**src/rtl/pht_update_sequencer.sv**
```systemverilog
// Shares a single-port 2-bit-counter PHT between IF lookups (same-cycle priority) and queued EX
// read-modify-write updates; sweeps the table to INIT_VAL after reset. Optional: PHT_STARVE_GUARD_EN.
module pht_update_sequencer #(
    parameter int         IDX_W      = 6,
    parameter int         QDEPTH     = 4,
    parameter logic [1:0] INIT_VAL   = 2'b01,
    parameter int         STARVE_MAX = 8
) (
    input  logic             clk,
    input  logic             rst,
    input  logic             lookup_valid,
    input  logic [IDX_W-1:0] lookup_idx,
    output logic             lookup_ready,
    input  logic             upd_valid,
    input  logic [IDX_W-1:0] upd_idx,
    input  logic             upd_taken,
    output logic             upd_ready,
    output logic             pht_en,
    output logic             pht_we,
    output logic [IDX_W-1:0] pht_addr,
    output logic [1:0]       pht_wdata,
    input  logic [1:0]       pht_rdata,
    output logic             busy
);

    localparam int PTR_W = (QDEPTH > 1) ? $clog2(QDEPTH) : 1;
    localparam int CNT_W = PTR_W + 1;

    localparam logic [1:0] ST_INIT = 2'd0;
    localparam logic [1:0] ST_IDLE = 2'd1;
    localparam logic [1:0] ST_WAIT = 2'd2;
    localparam logic [1:0] ST_WR   = 2'd3;

    logic [1:0]       state_q, state_d;
    logic [IDX_W-1:0] init_cnt_q, init_cnt_d;
    logic [1:0]       prev_q, prev_d;
    logic [PTR_W-1:0] wr_ptr_q, wr_ptr_d;
    logic [PTR_W-1:0] rd_ptr_q, rd_ptr_d;
    logic [CNT_W-1:0] count_q, count_d;
    logic [IDX_W-1:0] fifo_idx_q [QDEPTH];
    logic [IDX_W-1:0] fifo_idx_d [QDEPTH];
    logic             fifo_tkn_q [QDEPTH];
    logic             fifo_tkn_d [QDEPTH];

    logic             rmw_pending;
    logic             rmw_go;
    logic             force_rmw;
    logic             lookup_grant;
    logic             push;
    logic             pop;
    logic             upd_ready_c;
    logic             en_c;
    logic             we_c;
    logic [IDX_W-1:0] addr_c;
    logic [1:0]       wdata_c;
    logic [IDX_W-1:0] head_idx;
    logic             head_tkn;

    function automatic logic [1:0] sat_next(input logic [1:0] prev, input logic taken);
        if (taken)
            return (prev == 2'b11) ? 2'b11 : prev + 2'b01;
        else
            return (prev == 2'b00) ? 2'b00 : prev - 2'b01;
    endfunction

    assign head_idx    = fifo_idx_q[rd_ptr_q];
    assign head_tkn    = fifo_tkn_q[rd_ptr_q];
    // A pending RMW step is either the head read (IDLE) or the deferred write (WR).
    assign rmw_pending = ((state_q == ST_IDLE) && (count_q != '0)) || (state_q == ST_WR);
    assign rmw_go       = rmw_pending && (!lookup_valid || force_rmw);
    assign lookup_grant = lookup_valid && (state_q != ST_INIT) && !force_rmw;
    assign upd_ready_c  = (count_q < CNT_W'(QDEPTH)) && (state_q != ST_INIT);
    assign push         = upd_valid && upd_ready_c;
    assign pop          = (state_q == ST_WR) && rmw_go;

`ifdef PHT_STARVE_GUARD_EN
    localparam int SV_W = $clog2(STARVE_MAX + 1);
    logic [SV_W-1:0] starve_q, starve_d;

    assign force_rmw = rmw_pending && (starve_q == SV_W'(STARVE_MAX));

    always_comb begin
        starve_d = starve_q;
        if (rmw_go)
            starve_d = '0;
        else if (rmw_pending && lookup_valid)
            starve_d = starve_q + 1'b1;
    end

    always_ff @(posedge clk or posedge rst) begin
        if (rst)
            starve_q <= '0;
        else
            starve_q <= starve_d;
    end
`else
    assign force_rmw = 1'b0;
`endif

    always_comb begin
        state_d    = state_q;
        init_cnt_d = init_cnt_q;
        prev_d     = prev_q;
        wr_ptr_d   = wr_ptr_q;
        rd_ptr_d   = rd_ptr_q;
        count_d    = count_q;
        fifo_idx_d = fifo_idx_q;
        fifo_tkn_d = fifo_tkn_q;
        en_c       = 1'b0;
        we_c       = 1'b0;
        addr_c     = '0;
        wdata_c    = '0;

        case (state_q)
            ST_INIT: begin
                en_c       = 1'b1;
                we_c       = 1'b1;
                addr_c     = init_cnt_q;
                wdata_c    = INIT_VAL;
                init_cnt_d = init_cnt_q + 1'b1;
                if (init_cnt_q == {IDX_W{1'b1}})
                    state_d = ST_IDLE;
            end
            ST_IDLE: begin
                if (rmw_go)
                    state_d = ST_WAIT;
            end
            ST_WAIT: begin
                prev_d  = pht_rdata;
                state_d = ST_WR;
            end
            default: begin
                if (rmw_go)
                    state_d = ST_IDLE;
            end
        endcase

        if (state_q != ST_INIT) begin
            if (lookup_grant) begin
                en_c   = 1'b1;
                addr_c = lookup_idx;
            end else if (rmw_go) begin
                en_c   = 1'b1;
                addr_c = head_idx;
                if (state_q == ST_WR) begin
                    we_c    = 1'b1;
                    wdata_c = sat_next(prev_q, head_tkn);
                end
            end
        end

        if (push) begin
            fifo_idx_d[wr_ptr_q] = upd_idx;
            fifo_tkn_d[wr_ptr_q] = upd_taken;
            wr_ptr_d             = wr_ptr_q + 1'b1;
        end
        if (pop)
            rd_ptr_d = rd_ptr_q + 1'b1;
        case ({push, pop})
            2'b10:   count_d = count_q + 1'b1;
            2'b01:   count_d = count_q - 1'b1;
            default: count_d = count_q;
        endcase
    end

    always_ff @(posedge clk or posedge rst) begin
        if (rst) begin
            state_q    <= ST_INIT;
            init_cnt_q <= '0;
            prev_q     <= '0;
            wr_ptr_q   <= '0;
            rd_ptr_q   <= '0;
            count_q    <= '0;
            for (int i = 0; i < QDEPTH; i++) begin
                fifo_idx_q[i] <= '0;
                fifo_tkn_q[i] <= 1'b0;
            end
        end else begin
            state_q    <= state_d;
            init_cnt_q <= init_cnt_d;
            prev_q     <= prev_d;
            wr_ptr_q   <= wr_ptr_d;
            rd_ptr_q   <= rd_ptr_d;
            count_q    <= count_d;
            fifo_idx_q <= fifo_idx_d;
            fifo_tkn_q <= fifo_tkn_d;
        end
    end

    // Outputs are forced low for the whole time reset is asserted, not just after the first edge.
    assign pht_en       = en_c & ~rst;
    assign pht_we       = we_c & ~rst;
    assign pht_addr     = rst ? '0 : addr_c;
    assign pht_wdata    = rst ? '0 : wdata_c;
    assign lookup_ready = lookup_grant & ~rst;
    assign upd_ready    = upd_ready_c & ~rst;
    assign busy         = ((state_q != ST_IDLE) || (count_q != '0)) & ~rst;

endmodule

```
**config.mk**
```make
export PLATFORM = sky130hd
export DESIGN_NAME = pht_update_sequencer
export DESIGN_NICKNAME = d
export VERILOG_FILES = /design/src/rtl/pht_update_sequencer.sv
export SDC_FILE = /design/constraint.sdc
export NUM_CORES = 1
export LEC_CHECK = 0
export CAP_MARGIN = 20
export CORE_UTILIZATION = 35
export DETAILED_ROUTE_END_ITERATION = 7
export DONT_BUFFER_PORTS = 1
export PLACE_DENSITY_LB_ADDON = 0.15
export REMOVE_ABC_BUFFERS = 1
export SLEW_MARGIN = 5
export SYNTH_ARGS = -nofsm -noshare
export SYNTH_HDL_FRONTEND = slang
export SYNTH_SLANG_ARGS = --single-unit
export TNS_END_PERCENT = 1
```
**constraint.sdc**
```tcl
create_clock -name clk -period 4.78 [get_ports clk]
set_clock_uncertainty 0.2 [all_clocks]
set_input_delay 0.956 -clock clk [delete_from_list [all_inputs] [get_ports clk]]
set_output_delay 0.956 -clock clk [all_outputs]
set_load 0.01 [all_outputs]
```
* Word level (Yosys, flattened, before mapping)
Cells that the tools add are included.
** Operators by class
- Add/sub/neg operators :: 7
- Magnitude comparators :: 4
- Equal/unequal tests :: 10
- Multiplexer cells :: 39
- Bitwise logic cells :: 8
- Reductions and logical operators :: 17
** Operators with widths (number)
- 6-bit 2-to-1 mux :: 8
- 24-bit bitwise mux :: 1
- 2-bit 2-to-1 mux :: 11
- 6-bit binary-select mux with 2-bit select :: 1
- 6-bit demux with 2-bit select :: 1
- 1-bit 2-to-1 mux :: 12
- 2-bit equality test, second input constant :: 4
- 1-bit logical AND :: 7
- 2-bit by 1-bit adder with 2-bit output, second input constant :: 3
- 6-bit by 1-bit adder with 6-bit output, second input constant :: 1
- 6-bit equality test, second input constant :: 1
- 3-bit greater-or-equal comparator, second input constant :: 2
- 2-bit inverter with 3-bit output :: 2
- 2-bit one-hot mux with 3 select lines :: 1
- 3-bit one-hot mux with 2 select lines :: 1
- 3-bit nonzero test :: 2
- 1-bit bitwise AND :: 5
- 4-bit bitwise mux :: 1
- 2-bit by 1-bit equality test with 1-bit output, second input constant :: 2
- 2-bit logical NOT :: 2
- 2-bit != test, second input constant :: 2
- 2-bit nonzero test :: 2
- 3-bit by 1-bit adder with 3-bit output, second input constant :: 1
- 3-bit by 1-bit < comparator with 1-bit output, second input constant :: 1
- 10 further kinds :: 11
** Storage, ports and cells
- Flip-flop bits (word level) :: 45
- Output and inout bits :: 13
- Logic and storage cells :: 99

* Logic depth before layout (Yosys ltp)
- Depth in word-level cells :: 10
- Gate-level depth with buffers :: 11

* Least setup slack after synthesis
OpenSTA, ideal clock, no wires.
- Kind :: input port to output port
- Start point :: in rst
- End point :: out pht_en
- Data arrival time :: 2.231 ns
- Data required time :: 3.624 ns
- Setup slack :: 1.393 ns
- Cell stages on the path :: 2
- Path buffers :: 0
- Cell sequence :: inv_1 -> o31a_1
** On the way
- Word-level cells in the longest chain between the ends :: 2
** Ends and longest elaborated chain
- start, declared :: RTL line 10 : input logic rst,
- 1-bit inverter :: RTL line 191 : assign pht_en = en_c & ~rst;
- 1-bit bitwise AND :: RTL line 191
- end, declared :: RTL line 18 : output logic pht_en,
No other way between the ends.

* Worst setup path after layout
- Start point :: reg state_q[1]
- End point :: out pht_addr[4]
** On the way
- Word-level cells in the longest chain between the ends :: 8
- Elaborated cells on any way between the ends :: 13
- Classes of those cells :: eq/ne (2); mux (5); reduce/logical (6)
** Ends and longest elaborated chain
- start, declared :: RTL line 34 : logic [1:0] state_q, state_d;
- start signal, assigned :: RTL line 179 : state_q <= state_d;
- 2-bit by 1-bit equality test with 1-bit output :: RTL line 69 : assign rmw_pending = ((state_q == ST_IDLE) && (count_q != '0)) || (state_q == ST_WR);
- 1-bit logical AND :: RTL line 69
- 1-bit logical OR :: RTL line 69
- 1-bit logical AND :: RTL line 70 : assign rmw_go = rmw_pending && (!lookup_valid || force_rmw);
- 6-bit 2-to-1 mux :: RTL line 142 : end else if (rmw_go) begin
- 6-bit 2-to-1 mux :: RTL line 139 : if (lookup_grant) begin
- 6-bit 2-to-1 mux * :: RTL line 138 : if (state_q != ST_INIT) begin
- 6-bit 2-to-1 mux * :: RTL line 193 : assign pht_addr = rst ? '0 : addr_c;
- end, declared :: RTL line 20 : output logic [IDX_W-1:0] pht_addr,
Every way passes the cells marked *; elsewhere a longest branch is shown, timed or not.

==> run metrics <==
outcome finished, violations left; failing checks DRC; RSZ-0062 raised after global routing false; Syn Area/Cell 12.6 µm²; Area growth, synth to finish 5.49%; Adder-Cell Fraction of Synth Area 7.61%; Worst EP arrival 2.14 ns; fin nets 216; drt wl/cell 18.2 µm; cts hold-fix bufs 0; DRC Markers 10; largest net degree at the start of global routing 46; most frequent cell after synthesis dfrtp_1; Avg Vias per Cell 5.49; CP max stage cell nor3_2; Slew @ Worst Pin 0.845 ns; cell taking the most area after synthesis dfrtp_1; Core ar. 6460 µm²; Ant. Diodes 0; share of the synthesized area in the top cell type 47.5%; Post-synth EDFFs 0; XOR/XNOR Fraction of Synth Area 4.07%; Worst-Skew Late Latency 0.30 ns; Peak supply drop 0.192 mV; CTS resizes 0; crit-path max FO 9; DIE AREA 7100 µm²; Post-CTS Setup Inserts 0; largest family of logic cells by synthesized area multiplexers; final hold vios 0; crit end category output pin; CP peak stage delay 0.44 ns; Power per Cell Area 653 nW/µm²; Slew Viols, Final 0; Initial Util 36.7%; utilization after layout 38.7%; top post-synthesis cells by count dfrtp_1 (45), mux2_2 (30), ha_1 (11), inv_1 (11); H-tree levels 2; Initial DRC Count 37; async set-reset flop share out of synthesis 100%; DR vias 1,444; Synth Cell Area 2370 µm²; Clock Sinks 45; first-pass GRT wire length 8060 µm; Port Buffers 0; Die Span Y 84.3 µm; Final period util 69.1%; initial antenna violation count 0; remaining global-route overflow 0; Fmax 0.303 GHz; filler cell count in the final layout 638; share of post-route cells with drive strength above 1 23.1%; slew margin rel. 43.7%; Root Buffer clkbuf_8; io pins 32; Max-Cap Viols 0; P_leak 0.00108 µW; WS Path Type flip-flop to output pin; CP Cell Sequence inv_1 > ha_1 > nor2_1 > nor3_2 > a221oi_1 > nor3_1; DRT Wirelength 4780 µm; dominant cells by area after synthesis dfrtp_1 (48%), mux2_2 (14%), mux4_1 (6.7%), ha_1 (5.8%), a221oi_1 (2.2%); Post-DRT Antenna Nets 0; Primary FF master, synth dfrtp_1; register area share after synthesis 47.5%; Synth Instances 188; Critical Path RT 3.62 ns; Hold Path Class flip-flop to flip-flop; library cells used by synthesis 32; via count of the first global-routing pass 1,567; HPWL Detailed 3470 µm; CTS tree done; CTS max path bufs 2; Final setup viols 0; num rows 29; setup TNS 0 ns; Overall Global Routing Usage 14.8%; number of synthesized register bits 45; Synth Area in Simple Gates 9.46%; die width 84.3 µm; Multi-input gate area 1140 µm²; CTS Buf Count 5; Synth Area in Compound Gates 4.44%; register area 1130 µm²; Critical Path Source Type flip-flop; Yosys warning count 0; register clock-pin slew on the reported worst setup and hold paths 0.08 ns; gpl congestion 0.705; slack of the critical path 1.48 ns; post-place setup slack 1.59 ns; 1st-pass router iterations 6; mux contribution to synthesized area 22.7%; Tmin final 3.30 ns
==> layer usage <==
metal  GRT usage [%]  part of all wire (%)  vias to the layer above
met5               0                     0                        -
met4            4.86                  0.96                        0
met3            4.52                   5.9                        4
met2            25.2                    50                       30
met1            18.1                    43                      754
li1                -                     -                      656
==> path summary, 6_finish.rpt <==
kind / from / endpoint / slack [ns] / depth (start not counted)
min in group asynchronous: rst / init_cnt_q[3] / 0.51 / 2
setup reg to reg: state_q[1] / count_q[2] / 1.86 / 10
hold reg to reg: fifo_idx_q[14] / fifo_idx_q[14] / 0.30 / 1
hold / removal: fifo_idx_q[14] / fifo_idx_q[14] / 0.30 / 1
max in group asynchronous: rst / count_q[1] / 3.46 / 2
setup / recovery: state_q[1] / pht_addr[4] / 1.48 / 6
==> sequential cells by signal, indices dropped and copies added (netlist names) <==
| register | cells |
|---|---|
| init_cnt_q | 6 |
| prev_q | 2 |
| count_q | 3 |
| fifo_tkn_q | 4 |
| fifo_idx_q | 24 |
| rd_ptr_q | 2 |
| state_q | 2 |
| wr_ptr_q | 2 |
==> critical path: cells and delay by family, from the launching register on <==
| kind | cells | cell delay [ns] |
|---|---|---|
| buffers and inverters | 1 | 0.13 |
| AND/OR/NAND/NOR | 3 | 0.90 |
| adder cells (fa/ha/maj) | 1 | 0.23 |
| AO/OA/AOI/OAI | 1 | 0.18 |
| flip-flops | 1 | 0.41 |
==> power breakdown <==
group / internal (µW) / switching [µW]
registers: 569 / 153
clock network: 104 / 125
logic: 368 / 313
total: 1040 / 591
==> per-stage QoR <==
| step | power (µW) | hold WS (ns) | std cells | instance area [µm²] |
|---|---|---|---|---|
| final | 1630 | 0.302 | 263 | 2500 |
| after CTS | 1660 | 0.311 | 263 | 2500 |
| after global placement | 1380 | 0.281 | 255 | 2410 |
| after detailed placement | 1430 | 0.289 | 255 | 2410 |
| after global routing | 1770 | 0.327 | 263 | 2500 |
| after floorplan | 1240 | 0.263 | 177 | 2310 |
==> cell usage in the layout, fill, tap and decap left out, types with 2 or more instances in the layout <==
master,n
xor2_1,5
clkbuf_1,2
nor2_1,8
nor3_1,8
maj3_2,2
o21ai_0,4
dfrtp_1,45
mux2_2,30
clkbuf_8,5
mux2i_1,2
and2_1,5
a221oi_1,6
mux4_1,6
a21oi_1,2
nand2_1,7
xnor2_1,6
ha_1,11
nor2b_1,7
nand4_1,2
inv_1,11
==> cell type report <==
| class | instances | area share, % |
|---|---|---|
| multi-input combinational | 121 | 45.8 |
| inverter | 11 | 1.65 |
| tap | 77 | 3.86 |
| timing repair buffer | 1 | 0.300 |
| sequential | 45 | 45.1 |
| clock inverter | 1 | 0.300 |
| clock buffer | 7 | 3.05 |
==> kinds of logic (layout without fill, tap and decap cells) <==
| group | count (synthesis) | in the layout |
|---|---|---|
| AOI/OAI and AO/OA | 15 | 15 |
| xor gates and xnor gates | 11 | 11 |
| adders and majority gates | 14 | 14 |
| buffers and inverters | 22 | 20 |
| DFF | 45 | 45 |
| muxes | 39 | 39 |
| and+or+nand+nor | 42 | 42 |
Power figures use the tool's default switching activity.
